`src/rtl/park_pkg.sv`:
```
// park_pkg: shared lane state encoding, timer width and default car park capacity.
package park_pkg;
   typedef enum logic [1:0] {IDLE, OPEN, PASS, CLOSE} lane_state_t;
   localparam int TIMER_W      = 16;
   localparam int CAPACITY_DEF = 10;
endpackage

```
`src/rtl/parking_gate_ctrl_if.sv`:
```
// parking_gate_ctrl_if: sensor, occupancy and barrier/event signals of the gate controller.
interface parking_gate_ctrl_if;
   logic [7:0] occ_count;
   logic       ent_arrive, ent_auth, ent_pass;
   logic       ext_arrive, ext_auth, ext_pass;
   logic       ent_barrier, ext_barrier;
   logic       car_in, car_out;
   logic       ent_reject, ent_timeout, ext_timeout;
   modport master (
      output occ_count, ent_arrive, ent_auth, ent_pass, ext_arrive, ext_auth, ext_pass,
      input  ent_barrier, ext_barrier, car_in, car_out, ent_reject, ent_timeout, ext_timeout
   );
   modport slave (
      input  occ_count, ent_arrive, ent_auth, ent_pass, ext_arrive, ext_auth, ext_pass,
      output ent_barrier, ext_barrier, car_in, car_out, ent_reject, ent_timeout, ext_timeout
   );
endinterface

```
`src/rtl/park_gate_lane.sv`:
```
// park_gate_lane: one barrier lane FSM with open timeout, close hold and done/timeout pulses.
module park_gate_lane
   import park_pkg::*;
#(
   parameter int OPEN_TIMEOUT = 1000,
   parameter int CLOSE_CYC    = 50
) (
   input  logic clk,
   input  logic reset,
   input  logic arrive_i,
   input  logic auth_i,
   input  logic pass_i,
   input  logic permit_i,
   output logic barrier_o,
   output logic done_o,
   output logic timeout_o,
   output logic idle_o
);
   lane_state_t        state_q;
   logic [TIMER_W-1:0] timer_q;
   logic               barrier_q, done_q, timeout_q;
   always_ff @(posedge clk) begin
      if (reset) begin
         state_q   <= IDLE;
         timer_q   <= '0;
         barrier_q <= 1'b0;
         done_q    <= 1'b0;
         timeout_q <= 1'b0;
      end else begin
         done_q    <= 1'b0;
         timeout_q <= 1'b0;
         timer_q   <= &timer_q ? timer_q : timer_q + 1'b1;
         case (state_q)
            IDLE: if (arrive_i && auth_i && permit_i) begin
               state_q   <= OPEN;
               timer_q   <= '0;
               barrier_q <= 1'b1;
            end
            OPEN: if (pass_i) begin
               state_q <= PASS;
               timer_q <= '0;
            end else if (timer_q == TIMER_W'(OPEN_TIMEOUT - 1)) begin
               state_q   <= CLOSE;
               timer_q   <= '0;
               barrier_q <= 1'b0;
               timeout_q <= 1'b1;
            end
            // the car has cleared the passage loop: this is the only point a car event is born
            PASS: if (!pass_i) begin
               state_q   <= CLOSE;
               timer_q   <= '0;
               barrier_q <= 1'b0;
               done_q    <= 1'b1;
            end
            CLOSE: if (timer_q == TIMER_W'(CLOSE_CYC - 1)) begin
               state_q <= IDLE;
               timer_q <= '0;
            end
         endcase
      end
   end
   assign barrier_o = barrier_q;
   assign done_o    = done_q;
   assign timeout_o = timeout_q;
   assign idle_o    = state_q == IDLE;
endmodule

```
`src/rtl/parking_gate_ctrl.sv`:
```
// parking_gate_ctrl: entry/exit barrier controller emitting non-coincident car_in/car_out events.
// Define PARK_DEBOUNCE_EN to add a DEBOUNCE_CYC-cycle debouncer behind every sensor synchroniser.
module parking_gate_ctrl
   import park_pkg::*;
#(
   parameter int CAPACITY     = CAPACITY_DEF,
   parameter int OPEN_TIMEOUT = 1000,
   parameter int CLOSE_CYC    = 50
`ifdef PARK_DEBOUNCE_EN
   ,parameter int DEBOUNCE_CYC = 8
`endif
) (
   input logic                clk,
   input logic                reset,
   parking_gate_ctrl_if.slave gate_if
);
   logic [5:0] pins, sync1_q, sync2_q, sens;
   logic       permit, ent_done, ext_done, ent_idle, unused_ext_idle;
   logic       rej_fire, rej_q, rej_arm_q, defer_q;
   assign pins = {gate_if.ext_pass, gate_if.ext_auth, gate_if.ext_arrive,
                  gate_if.ent_pass, gate_if.ent_auth, gate_if.ent_arrive};
   always_ff @(posedge clk) begin
      sync1_q <= reset ? '0 : pins;
      sync2_q <= reset ? '0 : sync1_q;
   end
`ifdef PARK_DEBOUNCE_EN
   localparam int DB_W = $clog2(DEBOUNCE_CYC + 1);
   logic [DB_W-1:0] db_cnt_q [6];
   logic [5:0]      db_q;
   // a sensor output flips only after DEBOUNCE_CYC consecutive samples disagree with it
   always_ff @(posedge clk) begin
      for (int i = 0; i < 6; i++) begin
         if (reset || sync2_q[i] == db_q[i]) db_cnt_q[i] <= '0;
         else if (db_cnt_q[i] == DB_W'(DEBOUNCE_CYC - 1)) db_cnt_q[i] <= '0;
         else db_cnt_q[i] <= db_cnt_q[i] + 1'b1;
         if (reset) db_q[i] <= 1'b0;
         else if (sync2_q[i] != db_q[i] && db_cnt_q[i] == DB_W'(DEBOUNCE_CYC - 1)) db_q[i] <= sync2_q[i];
      end
   end
   assign sens = db_q;
`else
   assign sens = sync2_q;
`endif
   assign permit = gate_if.occ_count < 8'(CAPACITY);
   park_gate_lane #(.OPEN_TIMEOUT(OPEN_TIMEOUT), .CLOSE_CYC(CLOSE_CYC)) u_ent (
      .clk       (clk),
      .reset     (reset),
      .arrive_i  (sens[0]),
      .auth_i    (sens[1]),
      .pass_i    (sens[2]),
      .permit_i  (permit),
      .barrier_o (gate_if.ent_barrier),
      .done_o    (ent_done),
      .timeout_o (gate_if.ent_timeout),
      .idle_o    (ent_idle)
   );
   park_gate_lane #(.OPEN_TIMEOUT(OPEN_TIMEOUT), .CLOSE_CYC(CLOSE_CYC)) u_ext (
      .clk       (clk),
      .reset     (reset),
      .arrive_i  (sens[3]),
      .auth_i    (sens[4]),
      .pass_i    (sens[5]),
      .permit_i  (1'b1),
      .barrier_o (gate_if.ext_barrier),
      .done_o    (ext_done),
      .timeout_o (gate_if.ext_timeout),
      .idle_o    (unused_ext_idle)
   );
   assign rej_fire = ent_idle & sens[0] & sens[1] & ~permit & rej_arm_q;
   always_ff @(posedge clk) begin
      if (reset) begin
         rej_q     <= 1'b0;
         rej_arm_q <= 1'b1;
         defer_q   <= 1'b0;
      end else begin
         rej_q     <= rej_fire;
         rej_arm_q <= ~sens[1] | (rej_arm_q & ~rej_fire);
         defer_q   <= ent_done & ext_done;
      end
   end
   // entry wins a tie; the exit event slips one cycle (exit lane is then in CLOSE, so no overlap)
   assign gate_if.car_in     = ent_done;
   assign gate_if.car_out    = defer_q | (ext_done & ~ent_done);
   assign gate_if.ent_reject = rej_q;
endmodule

```
`src/flat_wrapper.sv`:
```
// flat-port wrapper written by rule: the top's interface ports become plain ports
module parking_gate_ctrl_flat import park_pkg::*;
#(
   parameter int CAPACITY     = CAPACITY_DEF,
   parameter int OPEN_TIMEOUT = 1000,
   parameter int CLOSE_CYC    = 50

)
  (clk, reset, gate_if_occ_count, gate_if_ent_arrive, gate_if_ent_auth, gate_if_ent_pass, gate_if_ext_arrive, gate_if_ext_auth, gate_if_ext_pass, gate_if_ent_barrier, gate_if_ext_barrier, gate_if_car_in, gate_if_car_out, gate_if_ent_reject, gate_if_ent_timeout, gate_if_ext_timeout);
  parking_gate_ctrl_if gate_if_i ();
  input logic clk;
  input logic reset;
  input wire logic [$bits(gate_if_i.occ_count)-1:0] gate_if_occ_count;
  input wire logic [$bits(gate_if_i.ent_arrive)-1:0] gate_if_ent_arrive;
  input wire logic [$bits(gate_if_i.ent_auth)-1:0] gate_if_ent_auth;
  input wire logic [$bits(gate_if_i.ent_pass)-1:0] gate_if_ent_pass;
  input wire logic [$bits(gate_if_i.ext_arrive)-1:0] gate_if_ext_arrive;
  input wire logic [$bits(gate_if_i.ext_auth)-1:0] gate_if_ext_auth;
  input wire logic [$bits(gate_if_i.ext_pass)-1:0] gate_if_ext_pass;
  output wire logic [$bits(gate_if_i.ent_barrier)-1:0] gate_if_ent_barrier;
  output wire logic [$bits(gate_if_i.ext_barrier)-1:0] gate_if_ext_barrier;
  output wire logic [$bits(gate_if_i.car_in)-1:0] gate_if_car_in;
  output wire logic [$bits(gate_if_i.car_out)-1:0] gate_if_car_out;
  output wire logic [$bits(gate_if_i.ent_reject)-1:0] gate_if_ent_reject;
  output wire logic [$bits(gate_if_i.ent_timeout)-1:0] gate_if_ent_timeout;
  output wire logic [$bits(gate_if_i.ext_timeout)-1:0] gate_if_ext_timeout;
  assign gate_if_i.occ_count = gate_if_occ_count;
  assign gate_if_i.ent_arrive = gate_if_ent_arrive;
  assign gate_if_i.ent_auth = gate_if_ent_auth;
  assign gate_if_i.ent_pass = gate_if_ent_pass;
  assign gate_if_i.ext_arrive = gate_if_ext_arrive;
  assign gate_if_i.ext_auth = gate_if_ext_auth;
  assign gate_if_i.ext_pass = gate_if_ext_pass;
  assign gate_if_ent_barrier = gate_if_i.ent_barrier;
  assign gate_if_ext_barrier = gate_if_i.ext_barrier;
  assign gate_if_car_in = gate_if_i.car_in;
  assign gate_if_car_out = gate_if_i.car_out;
  assign gate_if_ent_reject = gate_if_i.ent_reject;
  assign gate_if_ent_timeout = gate_if_i.ent_timeout;
  assign gate_if_ext_timeout = gate_if_i.ext_timeout;
  parking_gate_ctrl #(.CAPACITY(CAPACITY), .OPEN_TIMEOUT(OPEN_TIMEOUT), .CLOSE_CYC(CLOSE_CYC)) u_core (.clk(clk), .reset(reset), .gate_if(gate_if_i));
endmodule
```
`config.mk`:
```
export PLATFORM = sky130hd
export DESIGN_NAME = parking_gate_ctrl_flat
export DESIGN_NICKNAME = d
export VERILOG_FILES = /design/src/rtl/park_pkg.sv /design/src/rtl/parking_gate_ctrl_if.sv /design/src/rtl/park_gate_lane.sv /design/src/rtl/parking_gate_ctrl.sv /design/src/flat_wrapper.sv
export SDC_FILE = /design/constraint.sdc
export NUM_CORES = 1
export LEC_CHECK = 0
export ABC_CLOCK_PERIOD_IN_PS = 2500
export BUFFER_PORTS_ARGS = -buffer_cell sky130_fd_sc_hd__buf_2
export CAP_MARGIN = 20
export CORE_AREA = 2 2 98 100
export DETAILED_ROUTE_END_ITERATION = 10
export DIE_AREA = 0 0 100 102
export PLACE_DENSITY = 0.42
export REMOVE_ABC_BUFFERS = 1
export SETUP_SLACK_MARGIN = 0.05
export SYNTH_ARGS = -nofsm -noshare
export SYNTH_HDL_FRONTEND = slang
export SYNTH_SLANG_ARGS = --single-unit
```
`constraint.sdc`:
```
create_clock -name clk -period 2.5 [get_ports clk]
set_input_delay 0.5 -clock clk [delete_from_list [all_inputs] [get_ports clk]]
set_output_delay 0.5 -clock clk [all_outputs]
set_load 0.1 [all_outputs]
```
==> run summary <==
The startpoint identified for the worst hold timing path is gate_if_ext_auth. The routability congestion estimate from global placement is 0.728. Setup repair after global routing left no endpoint under its margin.

Once layout is done, the placed cells without fillers occupy 0.00318 mm^2. The clock transition at the registers of the reported paths is 70 ps. The cell type contributing the most total cell area after synthesis was sky130_fd_sc_hd__dfxtp_1. The worst setup slack after placement was 285 ps. The number of sinks driven by the clock tree came out at 57. Along the worst path, the maximum fanout reaches 5.

The worst setup path is of the register to register kind. Counting instances, the worst hold path has a depth of 2. Across the VDD grid, the largest voltage drop is 0.454 mV.

The upper clock frequency limit was 497 MHz. The simple-gate portion of the synthesized area came out at 0.300. The synthesized area per cell works out to 8.83 um^2. Fraction of the mapped netlist area in adder cells: 0.0606.

The tools report the data required time at the worst endpoint as 2730 ps. The buffer count from post-CTS setup fixing is 0. The logs give 0.00293 mm^2 for the total cell area at the placement stage and 0 for the initial antenna violation count.

The portion of netlist area occupied by mux cells is 0.0154, and the number of vias per cell after detailed routing is 4.82. For the aggregate global-route resource usage, the log shows 0.120. The multi-input combinational cells in the finished layout cover a total of 0.00147 mm^2. The quantity of I/O buffers inserted on ports was 21; the transition time of the tightest slew-check pin was 491 ps.

The terminus of the critical flop-to-flop path was u_core.u_ext.state_q[0]. For this design the static power due to leakage is 0.00118 uW. TritonCTS built the clock tree.

The worst clock skew is 8.31 ps, and the compound-cell area share of the yosys netlist is 0.125. Compared with the post-synthesis result, the final layout area differs by 18.4%. The synthesis-stage register bit count is 57. Fraction of met3 tracks used by global routing: 0.0410. The source of the worst register-to-register timing path is u_core.u_ext.timer_q[0].

The completed layout was analyzed and its total power is 2460 uW. For this design the ratio of total power to cell area is 776 mW/mm^2. The run gives 0.00268 mm^2 as the cell area after synthesis. Adding up every negative setup slack in the final design gives 0 ps. The standard cell core area came out at 0.00911 mm^2. The initial core utilization was 0.295; the count of vias placed by the detailed router was 2168.

The fraction of final layout cells sized beyond drive strength 1 is 0.139. The first global-routing pass estimated 9780 um of wire. The total number of placement rows is 35, and the H-tree level count is 3. The critical path goes through ha_1, and4b_1, nand4_1, a221o_1, or4b_1, and3_1. TritonCTS created 9 clock buffers.

The repair_antennas step left the layout with diodes totalling 0. The tools report the total area of sequential cells as 0.00114 mm^2. The height of the die was 102 um. The share of the clock period used by the worst path is 0.804. Number of failing hold endpoints at the final stage: 0.

The worst setup path is launched from a register. The die covers 0.0102 mm^2. Dominant combinational cell family by area after synthesis: simple AND/OR/NAND/NOR gates. The worst-skew pair later-pin latency came out at 340 ps.

The share of synthesized registers carrying an async set or reset is 0, and the tightest slew margin relative to the limit is 0.673. The maximum number of pins on one net before global-route repair is 30, and the count of flip-flops with a built-in enable after synthesis is 0. Global routing finished with a remaining overflow of 0.

For the arrival time reported for the critical path endpoint, the log shows 2240 ps. Fraction of synthesized cell area in xor and xnor cells: 0.0457. The count of nets left with antenna violations once routing finished came out at 0. The number of maximum-capacitance violations is 0, and the via count of the first global-routing pass is 2113. Predominant post-synthesis flop cell: sky130_fd_sc_hd__dfxtp_1.

The slowest cell on the critical path is sky130_fd_sc_hd__or4b_1. The fraction of synthesized cell area taken by the top area cell type is 0.425, and the met1 routing resource usage after global routing is 0.147. The half-perimeter wire length after placement was 3930 um; the width of the chip was 100 um.

Count of TritonRoute iterations in the first routing pass: 4. The global-route track usage on met2 was 0.199. Yosys attributes the largest share of cell area to sky130_fd_sc_hd__dfxtp_1, sky130_fd_sc_hd__ha_1, sky130_fd_sc_hd__nor2_1, sky130_fd_sc_hd__xnor2_1, sky130_fd_sc_hd__nor3_1. The initial detailed-routing violation count came out at 35. Worst hold endpoint: u_core.sync1_q[4].

For this block, the routed nets add up to 5610 um of wire. The net count of the finished layout is 363. The filler cells instantiated in the layout total 973.

The flow ran to the end, and the final reports show no timing, DRC or antenna violations. In the layout the commonest cells are sky130_fd_sc_hd__dfxtp_1, sky130_fd_sc_hd__nor2_1, sky130_fd_sc_hd__nor3_1, sky130_fd_sc_hd__buf_2, sky130_fd_sc_hd__nand3_1. Post-detailed-route wirelength per cell: 12.5 um. The library cell used most frequently in the layout, excluding fill and tap cells, is sky130_fd_sc_hd__dfxtp_1. The class of the most critical hold timing path is input port to register.

The smallest setup slack after layout was 490 ps; the number of gates resized after cts was 0. The tools report the number of buffers inserted for hold repair after clock tree synthesis as 0. The count of different cell masters after synthesis is 49, and the shortest clock period the worst path allows after layout is 2010 ps. The root buffer cell is sky130_fd_sc_hd__clkbuf_8. The max-slew violation count is 0, and the number of cells produced by synthesis is 304. Number of buffers on the longest clock path: 2. Setup violations remaining at the end of the flow were counted as 0. The logs give 23 for the count of pins on the block boundary and 0 for the post-detailed-route DRC marker count.

In this run the worst setup path begins at u_core.u_ext.timer_q[0]. The run gives 0.425 as the sequential cell area fraction in the yosys report. The worst setup path is captured at a register.

The number of cells on the worst reg-to-reg path is 6. The largest single stage delay on the critical path is 470 ps. Reg2reg setup slack: 490 ps. In this run the most used layer during global routing was met2. For this run, the number of Yosys warnings is 0.
[worst max-delay path: cells and delay by family, from the launching register on]
kind	cells	cell delay (ps)
AOI/OAI and AO/OA	1	380
adders and majority gates	1	190
DFF	1	420
and+or+nand+nor	4	920
[worst max-delay path by stage]
stage	end	slack, ps	depth (start not counted)
6_report	u_core.u_ext.state_q[0]	490	6
3_5_place_dp	u_core.u_ent.state_q[1]	290	6
4_1_cts	u_core.u_ext.state_q[0]	460	6
5_1_grt	u_core.u_ent.timer_q[4]	300	7
2_1_floorplan	gate_if_car_out	450	2
3_3_place_gp	u_core.u_ent.state_q[1]	310	6
[report_power, final]
group | internal [uW] | switching [uW]
sequential | 962 | 56.9
combinational | 139 | 242
clock | 688 | 376
total | 1790 | 675
[final cells by class]
type,instances,share of cell area
clock inverters,5,0.0323
clock buffers,11,0.0445
multi-input cells,229,0.462
repair buffers,26,0.0449
inverters,11,0.0130
well taps,111,0.0437
flip-flops and latches,57,0.359
[cells in the mapped netlist (6+ instances only)]
| cell | count |
|---|---|
| sky130_fd_sc_hd__nor3_1 | 21 |
| sky130_fd_sc_hd__a31oi_1 | 6 |
| sky130_fd_sc_hd__xnor2_1 | 13 |
| sky130_fd_sc_hd__nor2_1 | 34 |
| sky130_fd_sc_hd__nand2_1 | 15 |
| sky130_fd_sc_hd__nand4_1 | 7 |
| sky130_fd_sc_hd__nand3_1 | 17 |
| sky130_fd_sc_hd__a211oi_1 | 11 |
| sky130_fd_sc_hd__dfxtp_1 | 57 |
| sky130_fd_sc_hd__inv_1 | 11 |
| sky130_fd_sc_hd__nor2b_1 | 16 |
| sky130_fd_sc_hd__a21oi_1 | 15 |
| sky130_fd_sc_hd__and3_1 | 6 |
| sky130_fd_sc_hd__ha_1 | 13 |
[per-stage QoR]
| stage | hold WS, ps | cells | util |
|---|---|---|---|
| finish | 369 | 450 | 0.349 |
| global route | 364 | 450 | 0.349 |
| CTS | 351 | 450 | 0.349 |
| detailed placement | 410 | 434 | 0.322 |
| global placement | 411 | 434 | 0.322 |
| floorplan | 392 | 297 | - |
[per-layer routing]
| layer | up-vias | routed length, um | part of all wire |
|---|---|---|---|
| met5 | - | 0 | 0 |
| met4 | 0 | 67 | 0.012 |
| met3 | 5 | 158 | 0.028 |
| met2 | 17 | 2660 | 0.47 |
| met1 | 984 | 2730 | 0.49 |
| li1 | 1162 | - | - |
[flip-flops by register name, indices dropped and copies added (netlist names)]
name	cells
u_core.u_ent.state_q	2
u_core.sens	6
u_core.u_ent.timer_q	16
u_core.sync1_q	6
u_core.u_ent.timeout_o	1
u_core.gate_if.ent_reject	1
u_core.u_ext.done_o	1
u_core.defer_q	1
u_core.u_ent.done_o	1
u_core.u_ext.timeout_o	1
u_core.rej_arm_q	1
u_core.u_ent.barrier_o	1
u_core.u_ext.state_q	2
u_core.u_ext.timer_q	16
u_core.u_ext.barrier_o	1
[cells by family (layout without fill, tap and decap cells)]
| group | after synthesis | in the layout |
|---|---|---|
| and+or+nand+nor | 148 | 148 |
| DFF | 57 | 57 |
| AOI/OAI and AO/OA | 50 | 50 |
| buffers and inverters | 18 | 53 |
| xor gates and xnor gates | 14 | 14 |
| adders and majority gates | 13 | 13 |
| muxes | 4 | 4 |
(Power assumes the default switching activity.)
